<file path="src/rtl/pe_job_dispatcher.sv">
// Host-side initiator for one PE: serialises a job into filter/spike/psum/start packets, then collects the psum result.
// Optional macro FILTER_REUSE_EN skips the filter packet when the filter matches the last one transferred.
module pe_job_dispatcher #(
    parameter int PE_IDX         = 1,
    parameter int SELF_ADDR      = 0,
    parameter int ADDR_WIDTH     = 4,
    parameter int OP_WIDTH       = 2,
    parameter int DATA_WIDTH     = 24,
    parameter int PACKET_WIDTH   = 34,
    parameter int SPIKE_WIDTH    = 5,
    parameter int PSUM_WIDTH     = 8,
    parameter int TIMEOUT_CYCLES = 255
) (
    input  logic                    clk_i,
    input  logic                    reset_i,
    input  logic                    job_valid_i,
    output logic                    job_ready_o,
    input  logic [DATA_WIDTH-1:0]   job_filter_i,
    input  logic [SPIKE_WIDTH-1:0]  job_spike_i,
    input  logic [PSUM_WIDTH-1:0]   job_psum_i,
    output logic                    tx_valid_o,
    input  logic                    tx_ready_i,
    output logic [PACKET_WIDTH-1:0] tx_packet_o,
    input  logic                    rx_valid_i,
    output logic                    rx_ready_o,
    input  logic [PACKET_WIDTH-1:0] rx_packet_i,
    output logic                    res_valid_o,
    input  logic                    res_ready_i,
    output logic [PSUM_WIDTH-1:0]   res_psum_o,
    output logic                    busy_o,
    output logic                    err_timeout_o,
    output logic                    err_drop_o
);

    localparam logic [OP_WIDTH-1:0]   OP_FILTER = OP_WIDTH'(0);
    localparam logic [OP_WIDTH-1:0]   OP_SPIKE  = OP_WIDTH'(1);
    localparam logic [OP_WIDTH-1:0]   OP_PSUM   = OP_WIDTH'(2);
    localparam logic [OP_WIDTH-1:0]   OP_START  = OP_WIDTH'(3);
    localparam logic [ADDR_WIDTH-1:0] DEST_ADDR = ADDR_WIDTH'(PE_IDX);
    localparam logic [ADDR_WIDTH-1:0] SRC_ADDR  = ADDR_WIDTH'(SELF_ADDR);

    localparam int                    CNT_WIDTH    = $clog2(TIMEOUT_CYCLES + 1);
    localparam logic [CNT_WIDTH-1:0]  TIMEOUT_LAST = CNT_WIDTH'(TIMEOUT_CYCLES - 1);

    typedef enum logic [2:0] {
        IDLE,
        SEND_F,
        SEND_S,
        SEND_P,
        SEND_GO,
        WAIT_RES,
        HOLD_RES
    } state_e;

    state_e state_q, state_d;

    logic [DATA_WIDTH-1:0]  filter_q, filter_d;
    logic [SPIKE_WIDTH-1:0] spike_q, spike_d;
    logic [PSUM_WIDTH-1:0]  psum_q, psum_d;
    logic [PSUM_WIDTH-1:0]  res_psum_q, res_psum_d;
    logic [CNT_WIDTH-1:0]   cnt_q, cnt_d;
    logic                   err_timeout_q, err_timeout_d;
    logic                   err_drop_q, err_drop_d;

    logic [ADDR_WIDTH-1:0]  rx_src;
    logic [OP_WIDTH-1:0]    rx_op;
    logic                   rx_fire;
    logic                   rx_result;
    logic                   rx_drop;
    logic                   timeout_hit;
    logic                   filter_hit;
    logic                   rx_unused;

    logic [OP_WIDTH-1:0]    tx_op;
    logic [DATA_WIDTH-1:0]  tx_data;

    assign rx_src    = rx_packet_i[PACKET_WIDTH-ADDR_WIDTH-1 -: ADDR_WIDTH];
    assign rx_op     = rx_packet_i[DATA_WIDTH+OP_WIDTH-1 -: OP_WIDTH];
    assign rx_unused = ^{rx_packet_i[PACKET_WIDTH-1 -: ADDR_WIDTH], rx_packet_i[DATA_WIDTH-1:PSUM_WIDTH]};

    // Op 11 is the PE's done notice: consumed without raising a drop error.
    assign rx_fire     = rx_valid_i && (state_q == WAIT_RES);
    assign rx_result   = rx_fire && (rx_src == DEST_ADDR) && (rx_op == OP_PSUM);
    assign rx_drop     = rx_fire && !rx_result && (rx_op != OP_START);
    assign timeout_hit = (state_q == WAIT_RES) && !rx_result && (cnt_q == TIMEOUT_LAST);

`ifdef FILTER_REUSE_EN
    logic [DATA_WIDTH-1:0] last_filter_q, last_filter_d;
    logic                  last_valid_q, last_valid_d;

    always_comb begin
        last_filter_d = last_filter_q;
        last_valid_d  = last_valid_q;
        if ((state_q == SEND_F) && tx_ready_i) begin
            last_filter_d = filter_q;
            last_valid_d  = 1'b1;
        end
        if (timeout_hit) begin
            last_valid_d = 1'b0;
        end
    end

    always_ff @(posedge clk_i) begin
        if (reset_i) begin
            last_filter_q <= '0;
            last_valid_q  <= 1'b0;
        end else begin
            last_filter_q <= last_filter_d;
            last_valid_q  <= last_valid_d;
        end
    end

    assign filter_hit = last_valid_q && (job_filter_i == last_filter_q);
`else
    assign filter_hit = 1'b0;
`endif

    always_ff @(posedge clk_i) begin
        if (reset_i) begin
            state_q <= IDLE;
        end else begin
            state_q <= state_d;
        end
    end

    always_comb begin
        state_d = state_q;
        case (state_q)
            IDLE:     if (job_valid_i) state_d = filter_hit ? SEND_S : SEND_F;
            SEND_F:   if (tx_ready_i) state_d = SEND_S;
            SEND_S:   if (tx_ready_i) state_d = SEND_P;
            SEND_P:   if (tx_ready_i) state_d = SEND_GO;
            SEND_GO:  if (tx_ready_i) state_d = WAIT_RES;
            WAIT_RES: begin
                // A result in the final cycle still wins over the timeout.
                if (rx_result) begin
                    state_d = HOLD_RES;
                end else if (timeout_hit) begin
                    state_d = IDLE;
                end
            end
            HOLD_RES: if (res_ready_i) state_d = IDLE;
            default:  state_d = IDLE;
        endcase
    end

    always_comb begin
        job_ready_o = 1'b0;
        busy_o      = 1'b1;
        tx_valid_o  = 1'b0;
        rx_ready_o  = 1'b0;
        res_valid_o = 1'b0;
        tx_op       = OP_FILTER;
        tx_data     = '0;
        case (state_q)
            IDLE: begin
                job_ready_o = 1'b1;
                busy_o      = 1'b0;
            end
            SEND_F: begin
                tx_valid_o = 1'b1;
                tx_op      = OP_FILTER;
                tx_data    = filter_q;
            end
            SEND_S: begin
                tx_valid_o = 1'b1;
                tx_op      = OP_SPIKE;
                tx_data    = DATA_WIDTH'(spike_q);
            end
            SEND_P: begin
                tx_valid_o = 1'b1;
                tx_op      = OP_PSUM;
                tx_data    = DATA_WIDTH'(psum_q);
            end
            SEND_GO: begin
                tx_valid_o = 1'b1;
                tx_op      = OP_START;
                tx_data    = '0;
            end
            WAIT_RES: rx_ready_o  = 1'b1;
            HOLD_RES: res_valid_o = 1'b1;
            default: begin
                job_ready_o = 1'b0;
            end
        endcase
        tx_packet_o = tx_valid_o ? {DEST_ADDR, SRC_ADDR, tx_op, tx_data} : '0;
    end

    always_comb begin
        filter_d      = filter_q;
        spike_d       = spike_q;
        psum_d        = psum_q;
        res_psum_d    = res_psum_q;
        err_drop_d    = rx_drop;
        err_timeout_d = timeout_hit;
        if ((state_q == IDLE) && job_valid_i) begin
            filter_d = job_filter_i;
            spike_d  = job_spike_i;
            psum_d   = job_psum_i;
        end
        if (rx_result) begin
            res_psum_d = rx_packet_i[PSUM_WIDTH-1:0];
        end
        // Counter runs only while staying in WAIT_RES, so it is zero on every entry.
        cnt_d = ((state_q == WAIT_RES) && (state_d == WAIT_RES)) ? cnt_q + CNT_WIDTH'(1) : '0;
    end

    always_ff @(posedge clk_i) begin
        if (reset_i) begin
            filter_q      <= '0;
            spike_q       <= '0;
            psum_q        <= '0;
            res_psum_q    <= '0;
            cnt_q         <= '0;
            err_timeout_q <= 1'b0;
            err_drop_q    <= 1'b0;
        end else begin
            filter_q      <= filter_d;
            spike_q       <= spike_d;
            psum_q        <= psum_d;
            res_psum_q    <= res_psum_d;
            cnt_q         <= cnt_d;
            err_timeout_q <= err_timeout_d;
            err_drop_q    <= err_drop_d;
        end
    end

    assign res_psum_o    = res_psum_q;
    assign err_timeout_o = err_timeout_q;
    assign err_drop_o    = err_drop_q;

endmodule

</file>
<file path="config.mk">
export PLATFORM = sky130hd
export DESIGN_NAME = pe_job_dispatcher
export DESIGN_NICKNAME = d
export VERILOG_FILES = /design/src/rtl/pe_job_dispatcher.sv
export SDC_FILE = /design/constraint.sdc
export NUM_CORES = 1
export LEC_CHECK = 0
export CORE_MARGIN = 1.5
export CORE_UTILIZATION = 55
export DETAILED_ROUTE_END_ITERATION = 16
export DONT_BUFFER_PORTS = 1
export MAX_ROUTING_LAYER = met4
export PLACE_DENSITY = 0.69
export SYNTH_ARGS = -nofsm -noshare
export SYNTH_HDL_FRONTEND = slang
export SYNTH_SLANG_ARGS = --single-unit
</file>
<file path="constraint.sdc">
create_clock -name clk_i -period 1.5 [get_ports clk_i]
set_input_delay 0.3 -clock clk_i [delete_from_list [all_inputs] [get_ports clk_i]]
set_output_delay 0.3 -clock clk_i [all_outputs]
set_load 0.01 [all_outputs]
</file>
Yosys cells after proc, flatten, opt, wreduce, memory -nomap -nowiden
Cells that the tools add are included.
Operators by class
  add/sub/neg operators: 1
  eq/ne operators: 11
  mux-type cells: 17
  bitwise gates (word level): 1
  reduce and logical (&&, ||, !) cells: 13
Operators by type and width (count)
  $pmux 24 s3: 1
  $mux 31: 1
  $mux 3: 8
  $pmux 3 s7: 1
  $eq 3x3->1 const B: 4
  $logic_and 1x1->1: 9
  $add 8x1->8 const B: 1
  $eq 8x8->1 const B: 1
  $eq 3x2->1 const B: 2
  $pmux 2 s3: 1
  $mux 1: 5
  $eq 4x1->1 const B: 1
  $reduce_or 4->1: 1
  $eq 3x1->1 const B: 1
  $logic_not 3->1: 1
  $eq 2x2->1 const B: 1
  $ne 2x2->1 const B: 1
  $reduce_or 2->1: 1
  $logic_not 1->1: 1
  $not 1->1: 1
Word-level totals
  register bits: 58
  input port bits: 77

Logic depth before layout (Yosys ltp)
  depth after elaboration: 14
  depth in mapped cells: 7
  mapped depth without buffers: 6

Least setup slack after synthesis
No wires, ideal clock.
  path kind: reg-to-output
  start: reg state_q[2]
  end: out tx_packet_o[30]
  data arrival time: 1.319 ns
  slack: -0.119 ns
  cell stages (with the launch flop): 7
  path through: dfxtp_1 > inv_1 > clkbuf_1 > clkbuf_1 > nor2_1 > nor2_1 > buf_4
Between the ends
  word-level cells in the longest chain between the ends: 4
Ends and longest elaborated chain
  from (decl): line 55  | state_e state_q, state_d;
  from (signal assigned): line 122  | state_q <= state_d;
  $eq 3x2->1, or another cell as far along: line 155  | case (state_q)
  $reduce_or 4->1 (no source line) (*)
  $mux 1 (*): line 155
  named net tx_valid_o: line 21  | output logic tx_valid_o,
  $mux 31 (*): line 186  | tx_packet_o = tx_valid_o ? {DEST_ADDR, SRC_ADDR, tx_op, tx_data} : '0;
  to (decl): line 23  | output logic [PACKET_WIDTH-1:0] tx_packet_o,
Mark *: on every way through the listed nets, which the timed path passes. The rest lies on a longest branch.

Worst setup path after layout
  start: reg state_q[0]
  end: out tx_packet_o[4]
Between the ends
  word-level cells in the longest chain between the ends: 4
Ends and longest elaborated chain (line)
  $eq 3x2->1, or another cell as far along: 155
  $reduce_or 4->1 (no source line)
  $mux 1: 155
  $mux 31 (*): 186
Mark *: on every way between the ends. The rest lies on a longest branch, timed or not.

==> out/results.tsv <==
metric	value	unit
die_area	5410	µm²
yosys.area.top_type	dfxtp_1	
num-nets-final	436	
crit_family	flip-flops	
synth_seq_cells	58	
antenna_left	0	
path_max_fanout	6	
grt_pass1_wl	9980	µm
cp.arrival	1.41	ns
setup_slack	-0.212	ns
grt_antenna_before_repair	0	
crit_required	1.20	ns
r2r_end	res_psum_o[1]	
synth_top_cell_area_share	0.424	
n_antenna_cell	0	
grt_util_all_layers	0.250	
cp_slowest_cell	dfxtp_4	
cts_root_buf	clkbuf_8	
start_kind	flop	
leakage	1.58	nW
portBuffers	0	
postSynthAreaPerCell	8.40	µm²
grt_max_degree	50	
rsz0062_at_grt	true	
clk_pin_slew	0.08	ns
synth_warnings	0	
die_h	73.6	µm
failed_checks	negative setup slack	
synth_area_leaders	dfxtp_1 (42%), nand2_1 (11%), a21oi_1 (6.6%)	
drc	0	
final.min_clock_period	1.71	ns
place_congestion	0.794	
tns	-8.82	ns
worst-path-buf-inv	1	
critPathCapture	tx_packet_o[4]	
path_class	reg -> out	
hold_path_class	in -> reg	
wl_per_cell	19.6	µm
fin_skew	0.00846	ns
cts_tree	yes	
worstPathCellList	buf_4 > mux2_2 > a22oi_2 > nor2_2	
synth_cell_types	40	
firstDrtPassIters	4	
netlist_area	2740	µm²
grt_pass1_vias	2188	
stdcell_count	429	
drt_iter0_drc	110	
initial_core_util	0.576	
r2r_slack	-0.14	ns
setup_violations	82	
r2r-start	state_q[0]	
drv_cap	0	
vdd_ir_drop_max	1170	µV
power	4.60	mW
final-hold-violation-count	0	
crit_cells	4	
htree_levels	3	
synthCells	326	
vias	2474	
die_w	73.6	µm
timing.final.crit_share	1.14	
post-place-ws	0.00462	ns
routed_wl	8420	µm
cp-end-kind	output port	
clk_path_buf_depth	2	
drive_above_1_share	0.514	
r2r_cells	8	
status	finished, violations left	
worstSetupStartpoint	state_q[0]	
cts_hold_buf	0	
dpl.cell_count	390	
clock-sinks	58	
fmax	584	MHz
numCtsBuffers	9	
syn_to_final_growth	45.1	%
rows	25	
ios	126	
p_per_area	1160	nW/µm²
slowest_delay	0.39	ns
via_per_inst	5.77	
overflow	0	
insertion_delay	0.34	ns
ys_seq_area_frac	0.424	
dp_hpwl	3970	µm
slew_violations	0	
fp.coreArea	4750	µm²
==> where the power goes <==
group,switching [mW],internal [mW]
Sequential,0.0778,1.64
Clock,0.659,1.07
Combinational,0.600,0.560
==> per-layer routing <==
layer | GRT usage | wire [µm] | vias to the layer above
li1 | - | - | 1129
met5 | - | 0 | -
met4 | 0.0967 | 249 | 0
met1 | 0.283 | 3310 | 1213
met2 | 0.409 | 4380 | 107
met3 | 0.0809 | 486 | 25
==> cells by family after synthesis <==
group / Yosys count / synth area share
and+or+nand+nor: 151 / 0.255
DFF: 58 / 0.424
AOI/OAI and AO/OA: 55 / 0.128
buffers and inverters: 35 / 0.0946
muxes: 17 / 0.0649
xor gates and xnor gates: 7 / 0.0224
adders and majority gates: 2 / 0.00914
other: 1 / 0.00137
==> cell usage after synthesis <==
cell,instances
a2111oi_2,1
a211oi_1,2
a211oi_2,2
a21oi_1,36
a21oi_2,4
a221oi_2,1
a22oi_1,5
a32o_1,1
and2_1,1
and2_4,2
and2b_1,1
and3_1,19
and3b_1,2
and4_1,1
buf_12,4
buf_2,2
buf_4,8
buf_6,4
clkbuf_1,12
conb_1,1
dfxtp_1,58
ha_1,2
inv_1,5
mux2_2,6
mux2i_1,11
nand2_1,82
nand2_2,1
nand3_1,3
nand3b_2,1
nor2_1,30
nor2b_1,2
nor3_1,2
nor3_2,1
nor3_4,1
nor4b_2,1
o21ai_0,2
o21ai_2,1
or2_2,1
xnor2_1,4
xor2_1,3
==> worst min-delay path by stage <==
stage | start | endpoint | slack [ns] | cells past startpoint
final | reset_i | filter_q[0] | 0.01 | 1
after CTS | reset_i | spike_q[1] | 0.02 | 1
after global routing | reset_i | filter_q[0] | 0.0007 | 1
after detailed placement | reset_i | psum_q[0] | 0.38 | 1
after floorplan | filter_q[10] | filter_q[10] | 0.43 | 2
after global placement | reset_i | state_q[2] | 0.37 | 1
==> per-stage QoR <==
stage	hold slack [ns]	utilization	instance area, µm²
after floorplan	0.432	-	2770
after global placement	0.371	0.592	2820
after detailed placement	0.377	0.592	2820
after CTS	0.0225	0.692	3290
after global routing	0.000697	0.836	3970
final	0.0110	0.836	3970
==> layout make-up <==
class	instances	area [µm²]
Fill cell	278	781
Inverter	5	26.3
Sequential cell	58	1170
Clock inverter	4	72.6
Clock buffer	12	165
Timing Repair Buffer	44	537
Tap cell	67	83.8
Multi-Input combinational cell	239	1920
==> registers in the layout, summed over array words and instances, names as in the netlist <==
register,count
psum_q,8
res_psum_o,8
err_timeout_o,1
err_drop_o,1
cnt_q,8
spike_q,5
state_q,3
filter_q,24
==> cells in the final DEF (no fill, tap or decap), types with 2 or more instances in the layout <==
cell type	n
nand3_1	3
a21oi_2	30
nor3_1	2
mux2_2	3
clkbuf_16	3
clkbuf_8	12
mux2i_1	8
nor2_4	6
mux2_4	3
xor2_1	3
a211oi_2	2
o21ai_0	2
nor2_1	18
inv_4	3
a22oi_2	5
buf_4	19
buf_12	8
a211oi_4	2
nand2_4	22
and3_4	14
dfxtp_4	3
inv_1	2
a21oi_1	10
buf_6	11
nand2_2	8
nor2b_4	2
and3_1	5
nand2_1	53
bufinv_16	2
ha_1	2
xnor2_1	3
nor2_2	6
conb_1	7
mux2i_4	3
buf_8	2
dfxtp_1	55
and2_4	3
==> repair_timing <==
| item | CTS | global route |
|---|---|---|
| hold endpoints to repair | 0 | 0 |
| setup endpoints to repair | 37 | 83 |
| pin swaps | 6 | 63 |
| buffers inserted | 7 | 11 |
| gates resized for setup | 49 | 122 |
| gates cloned | 1 | 5 |
Note: power is estimated with default switching activity, not from simulation.
